[src/rtl/airi5c_hasti_bram_bridge.sv]
// HASTI (AHB-Lite) slave in front of a RAMB36: writes on port A, reads on port B,
// zero wait states, read-after-write forwarding and the two-cycle ERROR response.
module airi5c_hasti_bram_bridge #(
  parameter logic [31:0] BASE_ADDR = 32'h8000_0000,
  parameter int          MEM_WORDS = 65536
) (
  input  logic        clk,
  input  logic        reset,
  input  logic        hsel,
  input  logic [31:0] haddr,
  input  logic        hwrite,
  input  logic [2:0]  hsize,
  input  logic [1:0]  htrans,
  input  logic        hready_in,
  input  logic [31:0] hwdata,
  output logic [31:0] hrdata,
  output logic        hready,
  output logic        hresp,
  output logic [31:0] bram_addra,
  output logic        bram_ena,
  output logic [3:0]  bram_wea,
  output logic [31:0] bram_dia,
  output logic [31:0] bram_addrb,
  output logic        bram_enb,
  input  logic [31:0] bram_dob
);

  localparam int AW = (MEM_WORDS > 1) ? $clog2(MEM_WORDS) : 1;
  localparam logic [32:0] LIMIT = {1'b0, BASE_ADDR} + 33'(MEM_WORDS) * 33'd4;

  typedef enum logic [1:0] {S_IDLE, S_ERR1, S_ERR2} state_t;

  state_t        state_q, state_d;
  logic [31:0]   off;
  logic [AW-1:0] word_idx;
  logic [3:0]    strb;
  logic          in_range, misalign, err, accept, xfer_ok, rd_ok, wr_ok;
  logic          wr_v, rd_v;
  logic [AW-1:0] wr_idx;
  logic [3:0]    wr_strb, fwd_strb;
  logic [31:0]   fwd_data, merged;

  // Handshake: a transfer is taken when hsel & htrans[1] & hready_in are high at a
  // clock edge; this slave drops hready only in ERR1, which holds the next address phase.
  always_comb begin
    off      = haddr - BASE_ADDR;
    word_idx = AW'(off >> 2);
    in_range = ({1'b0, haddr} >= {1'b0, BASE_ADDR}) && ({1'b0, haddr} < LIMIT);
    misalign = ((hsize == 3'd1) && haddr[0]) || ((hsize == 3'd2) && (haddr[1:0] != 2'b00));
    err      = (hsize > 3'd2) || misalign || !in_range;
    accept   = hsel && htrans[1] && hready_in;
    xfer_ok  = accept && !err && !reset;
    rd_ok    = xfer_ok && !hwrite;
    wr_ok    = xfer_ok && hwrite;
    case (hsize)
      3'd0:    strb = 4'b0001 << haddr[1:0];
      3'd1:    strb = 4'b0011 << {haddr[1], 1'b0};
      default: strb = 4'b1111;
    endcase
  end

  always_ff @(posedge clk) begin
    if (reset) begin
      state_q  <= S_IDLE;
      wr_v     <= 1'b0;
      wr_idx   <= '0;
      wr_strb  <= 4'b0;
      rd_v     <= 1'b0;
      fwd_strb <= 4'b0;
      fwd_data <= 32'b0;
    end else begin
      state_q <= state_d;
      wr_v    <= wr_ok;
      rd_v    <= rd_ok;
      if (wr_ok) begin
        wr_idx  <= word_idx;
        wr_strb <= strb;
      end
      // Port B reads the old word while port A writes it; remember the written lanes.
      if (rd_ok) begin
        fwd_strb <= (wr_v && (wr_idx == word_idx)) ? wr_strb : 4'b0;
        fwd_data <= hwdata;
      end
    end
  end

  always_comb begin
    state_d = state_q;
    case (state_q)
      S_IDLE, S_ERR2: state_d = (accept && err) ? S_ERR1 : S_IDLE;
      S_ERR1:         state_d = S_ERR2;
      default:        state_d = S_IDLE;
    endcase
  end

  always_comb begin
    hready     = (state_q != S_ERR1);
    hresp      = (state_q != S_IDLE);
    bram_ena   = wr_v && !reset;
    bram_wea   = bram_ena ? wr_strb : 4'b0;
    bram_dia   = bram_ena ? hwdata : 32'b0;
    bram_addra = 32'({wr_idx, 5'b0});
    bram_enb   = rd_ok;
    bram_addrb = rd_ok ? 32'({word_idx, 5'b0}) : 32'b0;
    for (int i = 0; i < 4; i++)
      merged[8*i +: 8] = fwd_strb[i] ? fwd_data[8*i +: 8] : bram_dob[8*i +: 8];
    hrdata = rd_v ? merged : 32'b0;
  end

endmodule

[config.mk]
export PLATFORM = sky130hd
export DESIGN_NAME = airi5c_hasti_bram_bridge
export DESIGN_NICKNAME = d
export VERILOG_FILES = /design/src/rtl/airi5c_hasti_bram_bridge.sv
export SDC_FILE = /design/constraint.sdc
export NUM_CORES = 1
export LEC_CHECK = 0
export BUFFER_PORTS_ARGS = -buffer_cell sky130_fd_sc_hd__buf_2
export CAP_MARGIN = 20
export CORE_MARGIN = 5
export CORE_UTILIZATION = 45
export CTS_CLUSTER_DIAMETER = 80
export DETAILED_ROUTE_END_ITERATION = 7
export GPL_TIMING_DRIVEN = 0
export PLACE_DENSITY = 0.95
export SLEW_MARGIN = 20
export SYNTH_ARGS = -nofsm -noshare
export SYNTH_HDL_FRONTEND = slang
export SYNTH_SLANG_ARGS = --single-unit
export TNS_END_PERCENT = 5
[constraint.sdc]
create_clock -name clk -period 3.8 [get_ports clk]
set_clock_uncertainty 0.1 [all_clocks]
set_input_delay 0.76 -clock clk [delete_from_list [all_inputs] [get_ports clk]]
set_output_delay 0.76 -clock clk [all_outputs]
set_load 0.05 [all_outputs]
After elaboration in Yosys (flattened, before gate mapping)
Cells that the tools add are included.
Widths: inputs -> output; s select.
{"block": "word_totals", "register_bits": 60}
{"block": "op_classes", "addsub": 1, "order_cmp": 3, "eq_ne": 6, "shift": 2, "muxes": 12, "n_reduce_logical": 24}
{"cell": "$mux 32", "count": 2}
{"cell": "$ge 32x32->1 const B", "count": 1}
{"cell": "$lt 32x32->1 const B", "count": 1}
{"cell": "$mux 8", "count": 4}
{"cell": "$mux 21", "count": 1}
{"cell": "$sub 18x1->18 const B", "count": 1}
{"cell": "$eq 16x16->1", "count": 1}
{"cell": "$logic_and 1x1->1", "count": 12}
{"cell": "$mux 4", "count": 2}
{"cell": "$pmux 4 s2", "count": 1}
{"cell": "$logic_not 1->1", "count": 4}
{"cell": "$pmux 2 s2", "count": 1}
{"cell": "$reduce_bool 2->1", "count": 2}
{"cell": "$shl 1x2->4 const A", "count": 1}
{"cell": "$shl 2x2->4 const A", "count": 1}
{"cell": "$eq 3x1->1 const B", "count": 1}
{"cell": "$eq 3x2->1 const B", "count": 1}
{"cell": "$gt 3x2->1 const B", "count": 1}
{"cell": "$logic_not 3->1", "count": 1}
{"cell": "$logic_or 1x1->1", "count": 3}
{"cell": "$eq 2x1->1 const B", "count": 1}
{"cell": "$eq 2x2->1 const B", "count": 1}
{"cell": "$logic_not 2->1", "count": 1}
{"cell": "$ne 2x1->1 const B", "count": 1}
{"cell": "2 further kinds", "count": 2}

Logic depth before layout (Yosys ltp)
{"block": "logic_depth", "ltp_word": 10, "depth_mapped": 7, "mapped_depth_nobuf": 5}

Worst setup path after synthesis
OpenSTA, ideal clock, no wires.
{"block": "synth_timing", "path_kind": "input -> output", "from": "in haddr[23]", "to": "out bram_addrb[11]", "arrival_time_ns": 2.861, "setup_slack_ns": 0.079, "stages": 5, "n_path_buf": 1, "cell_sequence": "nor4_2 > nand4_2 > nor4_2 > clkbuf_1 > and2_1"}
{"block": "synth_between", "elab_chain_cells": 9, "word_cells_on_any_way": 10, "classes_between": "2 x order compare; 1 x mux; 7 x reduce/logical"}
{"item": "start, declared", "line_no": "10", "source": "input logic [31:0] haddr,"}
{"item": "$ge 32x32->1 or $lt 32x32->1 (tied branches)", "line_no": "48", "source": "in_range = ({1'b0, haddr} >= {1'b0, BASE_ADDR}) && ({1'b0, haddr} < LIMIT);"}
{"item": "$logic_and 1x1->1 (*)", "line_no": "48"}
{"item": "$logic_not 1->1 (*)", "line_no": "50", "source": "err = (hsize > 3'd2) || misalign || !in_range;"}
{"item": "$logic_or 1x1->1 (*)", "line_no": "50"}
{"item": "$logic_not 1->1 (*)", "line_no": "52", "source": "xfer_ok = accept && !err && !reset;"}
{"item": "$logic_and 1x1->1 (*) (2 in a row)", "line_no": "52"}
{"item": "$logic_and 1x1->1 (*)", "line_no": "53", "source": "rd_ok = xfer_ok && !hwrite;"}
{"item": "via bram_enb", "line_no": "24", "source": "output logic bram_enb,"}
{"item": "$mux 21 (*)", "line_no": "104", "source": "bram_addrb = rd_ok ? 32'({word_idx, 5'b0}) : 32'b0;"}
{"item": "end, declared", "line_no": "23", "source": "output logic [31:0] bram_addrb,"}
Mark *: on every way through the listed nets, which the timed path passes. The rest lies on a longest branch.

Worst setup path after layout
{"block": "layout_timing", "from": "in hsize[2]", "to": "out bram_addrb[11]"}
{"block": "layout_between", "elab_chain_cells": 10, "word_cells_on_any_way": 13, "classes_between": "1 x order compare; 2 x eq/ne; 1 x mux; 9 x reduce/logical"}
{"item": "start, declared", "line_no": "12", "source": "input logic [2:0] hsize,"}
{"item": "branches (longest 3 deep; another with $gt 3x2->1)"}
{"item": "$logic_or 1x1->1 (*) (2 in a row)", "line_no": "50"}
{"item": "$logic_not 1->1 (*)", "line_no": "52"}
{"item": "$logic_and 1x1->1 (*) (2 in a row)", "line_no": "52"}
{"item": "$logic_and 1x1->1 (*)", "line_no": "53"}
{"item": "$mux 21 (*)", "line_no": "104"}
Mark *: on every way between the ends.

==> flow_results.xml <==
<?xml version="1.0" encoding="UTF-8"?>
<metrics>
  <group name="global_route">
    <metric name="global_route_wire_length_before_repair" unit="mm">18.4</metric>
    <metric name="vias_in_the_first_global_route" unit="">3922</metric>
    <metric name="antenna_found_initial" unit="">0</metric>
    <metric name="grt.busiest_layer" unit="">met2</metric>
    <metric name="met1_usage" unit="%">23.9</metric>
    <metric name="use_met3" unit="%">6.79</metric>
    <metric name="groute.usage.overall" unit="%">23.2</metric>
    <metric name="groute.layer.met2.usage" unit="%">44.0</metric>
    <metric name="grt_start_max_net_pins" unit="">11</metric>
    <metric name="overflow_after_grt" unit="">0</metric>
  </group>
  <group name="detailed_routing">
    <metric name="ant_nets" unit="">0</metric>
    <metric name="route.vias.total" unit="">3843</metric>
    <metric name="route.detailed.vias_per_inst" unit="">4.83</metric>
    <metric name="drt-pass1-iter-count" unit="">5</metric>
    <metric name="wirelength" unit="mm">11.9</metric>
    <metric name="drt_iter0_drc" unit="">100</metric>
    <metric name="post_drt_wl_per_cell" unit="um">15.0</metric>
    <metric name="drcViolationCount" unit="">0</metric>
  </group>
  <group name="floorplanning">
    <metric name="die-width" unit="um">99.0</metric>
    <metric name="dieHeight" unit="um">99.0</metric>
    <metric name="start_util" unit="%">46.1</metric>
    <metric name="floorplan.core_area" unit="mm^2">0.00773</metric>
    <metric name="dieArea" unit="mm^2">0.00980</metric>
    <metric name="top_level_ports" unit="">242</metric>
    <metric name="rows" unit="">32</metric>
  </group>
  <group name="power_and_ir_drop">
    <metric name="peakVddDrop" unit="uV">186</metric>
    <metric name="leakagePower" unit="uW">0.00247</metric>
    <metric name="power.density" unit="mW/mm^2">280</metric>
  </group>
  <group name="clock_network">
    <metric name="cts-root-to-sink-buffers" unit="">2</metric>
    <metric name="cts_tree" unit="">built</metric>
    <metric name="clkTransAtPathRegs" unit="ns">0.06</metric>
    <metric name="cts_max_level" unit="">3</metric>
    <metric name="root_buffer" unit="">sky130_fd_sc_hd__clkbuf_8</metric>
    <metric name="cts_made_buffers" unit="">9</metric>
    <metric name="worst_skew_pair.late_latency" unit="ns">0.33</metric>
    <metric name="cts_hold_buffers" unit="">0</metric>
    <metric name="clock_sinks" unit="">60</metric>
  </group>
  <group name="critical_path">
    <metric name="timing.critical_path.slowest_stage_cell" unit="">sky130_fd_sc_hd__nor4_4</metric>
    <metric name="critical_path_buffer_and_inverter_count" unit="">3</metric>
    <metric name="crit_path_max_incr_delay" unit="ns">0.47</metric>
    <metric name="critical-path-top-cell-by-count" unit="">sky130_fd_sc_hd__buf_2</metric>
    <metric name="launch_instance_of_the_worst_register_to_register_path" unit="">wr_idx[6]</metric>
    <metric name="critical_path.cell_chain" unit="">buf_2 -&gt; nor4_2 -&gt; nand4_2 -&gt; nor4_4 -&gt; clkbuf_1 -&gt; and2_1 -&gt; buf_2</metric>
    <metric name="worst-r2r-setup-slack" unit="ns">1.94</metric>
    <metric name="critical_path_peak_fanout" unit="">10</metric>
    <metric name="critical_path.startpoint_type" unit="">input port</metric>
    <metric name="worstSetupPathType" unit="">in2out</metric>
    <metric name="worstRegToRegCells" unit="">5</metric>
    <metric name="timing.critical_path.arrival" unit="ns">2.70</metric>
    <metric name="endpoint" unit="">bram_addrb[11]</metric>
    <metric name="timing.critical_path.depth" unit="">7</metric>
    <metric name="reg2reg_end" unit="">fwd_strb[3]</metric>
    <metric name="required" unit="ns">2.94</metric>
    <metric name="timing.critical_path.to_type" unit="">output port</metric>
    <metric name="crit_path_start" unit="">hsize[2]</metric>
    <metric name="critical_path.top_delay_family" unit="">simple AND/OR/NAND/NOR gates</metric>
  </group>
  <group name="yosys">
    <metric name="synth_cell_type_count" unit="">34</metric>
    <metric name="ys_seq_elements" unit="">60</metric>
    <metric name="syn-mean-instance-area" unit="um^2">8.17</metric>
    <metric name="synthCells" unit="">436</metric>
    <metric name="synth_area" unit="mm^2">0.00356</metric>
    <metric name="synth.yosys.seq_area_share" unit="%">33.7</metric>
    <metric name="synth-warning-count" unit="">0</metric>
  </group>
  <group name="timing">
    <metric name="setup-violations-final" unit="">0</metric>
    <metric name="tightest_slew" unit="ns">0.805</metric>
    <metric name="final_hold_viol_count" unit="">0</metric>
    <metric name="rsz0062_at_grt" unit="">false</metric>
    <metric name="maxClockFrequency" unit="MHz">281</metric>
    <metric name="slew_limit_fails" unit="">0</metric>
    <metric name="maxSlewHeadroom" unit="%">46.3</metric>
    <metric name="post-route-period-util" unit="%">93.7</metric>
    <metric name="post-route-min-period" unit="ns">3.56</metric>
    <metric name="tns" unit="ns">0</metric>
  </group>
  <group name="min_path">
    <metric name="hold_path_class" unit="">reg2reg</metric>
  </group>
  <group name="job">
    <metric name="drv_cap" unit="">0</metric>
  </group>
  <group name="finish">
    <metric name="area.growth.synth_to_final" unit="%">42.6</metric>
    <metric name="layout-drive-gt1-share" unit="%">39.6</metric>
    <metric name="final_net_count" unit="">795</metric>
    <metric name="antennaDiodeCount" unit="">0</metric>
    <metric name="post_layout_nonfiller_instances" unit="">796</metric>
  </group>
  <group name="place">
    <metric name="number_of_i_o_port_buffers" unit="">208</metric>
    <metric name="routabilityCongestion" unit="">0.827</metric>
    <metric name="hpwl" unit="mm">9.90</metric>
    <metric name="placed_cells" unit="">777</metric>
  </group>
  <group name="status">
    <metric name="run_status" unit="">finished, final reports clean</metric>
  </group>
</metrics>
## per-stage QoR
stage          worst slack (ns)  hold WS [ns]  instance area (um^2)  total power [uW]  utilization [%]
2_1_floorplan            0.0786         0.315                  3680               774                -
3_3_place_gp              0.189         0.335                  4850               846             62.7
3_5_place_dp              0.109         0.342                  4850               850             62.7
4_1_cts                   0.105         0.359                  5050              1430             65.3
5_1_grt                  0.0123         0.380                  5080              1480             65.8
6_report                  0.239         0.357                  5080              1420             65.8
## cell usage in the layout, fill, tap and decap left out, types with 2 or more instances in the layout
cell type / n
sky130_fd_sc_hd__buf_2: 215
sky130_fd_sc_hd__nand2_1: 64
sky130_fd_sc_hd__dfxtp_1: 60
sky130_fd_sc_hd__and2_1: 52
sky130_fd_sc_hd__mux2i_1: 48
sky130_fd_sc_hd__buf_4: 35
sky130_fd_sc_hd__a21oi_1: 33
sky130_fd_sc_hd__nor2b_1: 33
sky130_fd_sc_hd__conb_1: 32
sky130_fd_sc_hd__nor2_1: 27
sky130_fd_sc_hd__clkbuf_1: 18
sky130_fd_sc_hd__xnor2_1: 12
sky130_fd_sc_hd__clkbuf_8: 11
sky130_fd_sc_hd__nor3_1: 5
sky130_fd_sc_hd__nor3b_1: 5
sky130_fd_sc_hd__xor2_1: 4
sky130_fd_sc_hd__a31o_1: 4
sky130_fd_sc_hd__nor4_2: 3
sky130_fd_sc_hd__nand2b_1: 3
sky130_fd_sc_hd__buf_6: 3
sky130_fd_sc_hd__nand4_1: 3
sky130_fd_sc_hd__nor4_1: 3
sky130_fd_sc_hd__o211ai_1: 2
sky130_fd_sc_hd__and3_1: 2
sky130_fd_sc_hd__nand3_1: 2
sky130_fd_sc_hd__clkinv_2: 2
## worst min path at each step
stage	from	endpoint	slack [ns]	cells after the start
final	fwd_data[27]	fwd_data[27]	0.36	2
after global routing	fwd_data[30]	fwd_data[30]	0.38	2
after CTS	fwd_data[6]	fwd_data[6]	0.36	2
after detailed placement	state_q[0]	state_q[0]	0.34	1
after global placement	state_q[0]	state_q[0]	0.33	1
after floorplan	state_q[0]	state_q[0]	0.32	1
## worst reg2reg max path, stage by stage (launching register included)
cell	delay [ns]
sky130_fd_sc_hd__dfxtp_1	0.34
sky130_fd_sc_hd__xor2_1	0.17
sky130_fd_sc_hd__nor4_1	0.30
sky130_fd_sc_hd__nand3_1	0.13
sky130_fd_sc_hd__nor4_1	0.52
sky130_fd_sc_hd__a31o_1	0.24
## logic make-up (layout without fill, tap and decap cells)
kind of cell | Yosys count | count (layout) | share of synthesized area, %
simple gates | 209 | 209 | 31.6
xor+xnor | 16 | 16 | 3.93
compound gates | 42 | 42 | 6.60
buf+inv | 60 | 287 | 10.6
other cells | 1 | 32 | 0.105
mux | 48 | 48 | 13.5
flops | 60 | 60 | 33.7
## repair_timing
| item | 4_1_cts | 5_1_grt |
|---|---|---|
| resized for setup | 0 | 1 |
| setup buffers | 0 | 3 |
| setup endpoints to repair | 0 | 10 |
## layer usage
layer,wire length (um),up-vias
met5,0,-
met4,189,0
met3,1130,22
met2,6260,200
met1,4360,1743
li1,-,1878
## where the power goes
| part | switching [uW] | leakage, uW | internal [uW] | total (uW) |
|---|---|---|---|---|
| sequential | 0.280 | 0.000483 | 629 | 629 |
| combinational | 133 | 0.00188 | 78.3 | 212 |
| clock | 245 | 0.000102 | 337 | 582 |
| total | 379 | 0.00247 | 1040 | 1420 |
## Yosys cell counts, drive strengths merged
cell type / n / area [um^2]
and4b: 1 / 10.0
o21ai: 1 / 5.00
nand2b: 3 / 18.8
and3: 2 / 12.5
nor3: 5 / 25.0
nand2: 64 / 240
conb: 1 / 3.75
mux2i: 48 / 480
a21oi: 33 / 165
nor4: 7 / 68.8
a31o: 4 / 35.0
or2: 1 / 6.26
dfxtp: 60 / 1200
or4: 1 / 7.51
xnor2: 12 / 105
clkbuf: 17 / 63.8
and2: 52 / 325
a211oi: 1 / 7.51
xor2: 4 / 35.0
nor3b: 5 / 37.5
nor2: 27 / 101
nand3: 2 / 10.0
nand4: 4 / 31.3
o211ai: 2 / 15.0
nor4b: 1 / 15.0
buf: 43 / 313
nand4b: 1 / 8.76
nor2b: 33 / 206
a21boi: 1 / 7.51
## cell type report
class                   instances  area, um^2
repair buffers                211        1060
plain buffers                  60         377
clock buffers                  12         155
well taps                     102         128
clock inverters                 4        47.5
multi-input cells             347        2110
flip-flops and latches         60        1200
fillers                       641        2650
## state kept, by name (all words and copies together) (netlist names)
register / cells
fwd_data: 32
wr_idx: 16
fwd_strb: 4
wr_strb: 4
state_q: 2
rd_v: 1
wr_v: 1
(Power assumes the default switching activity.)
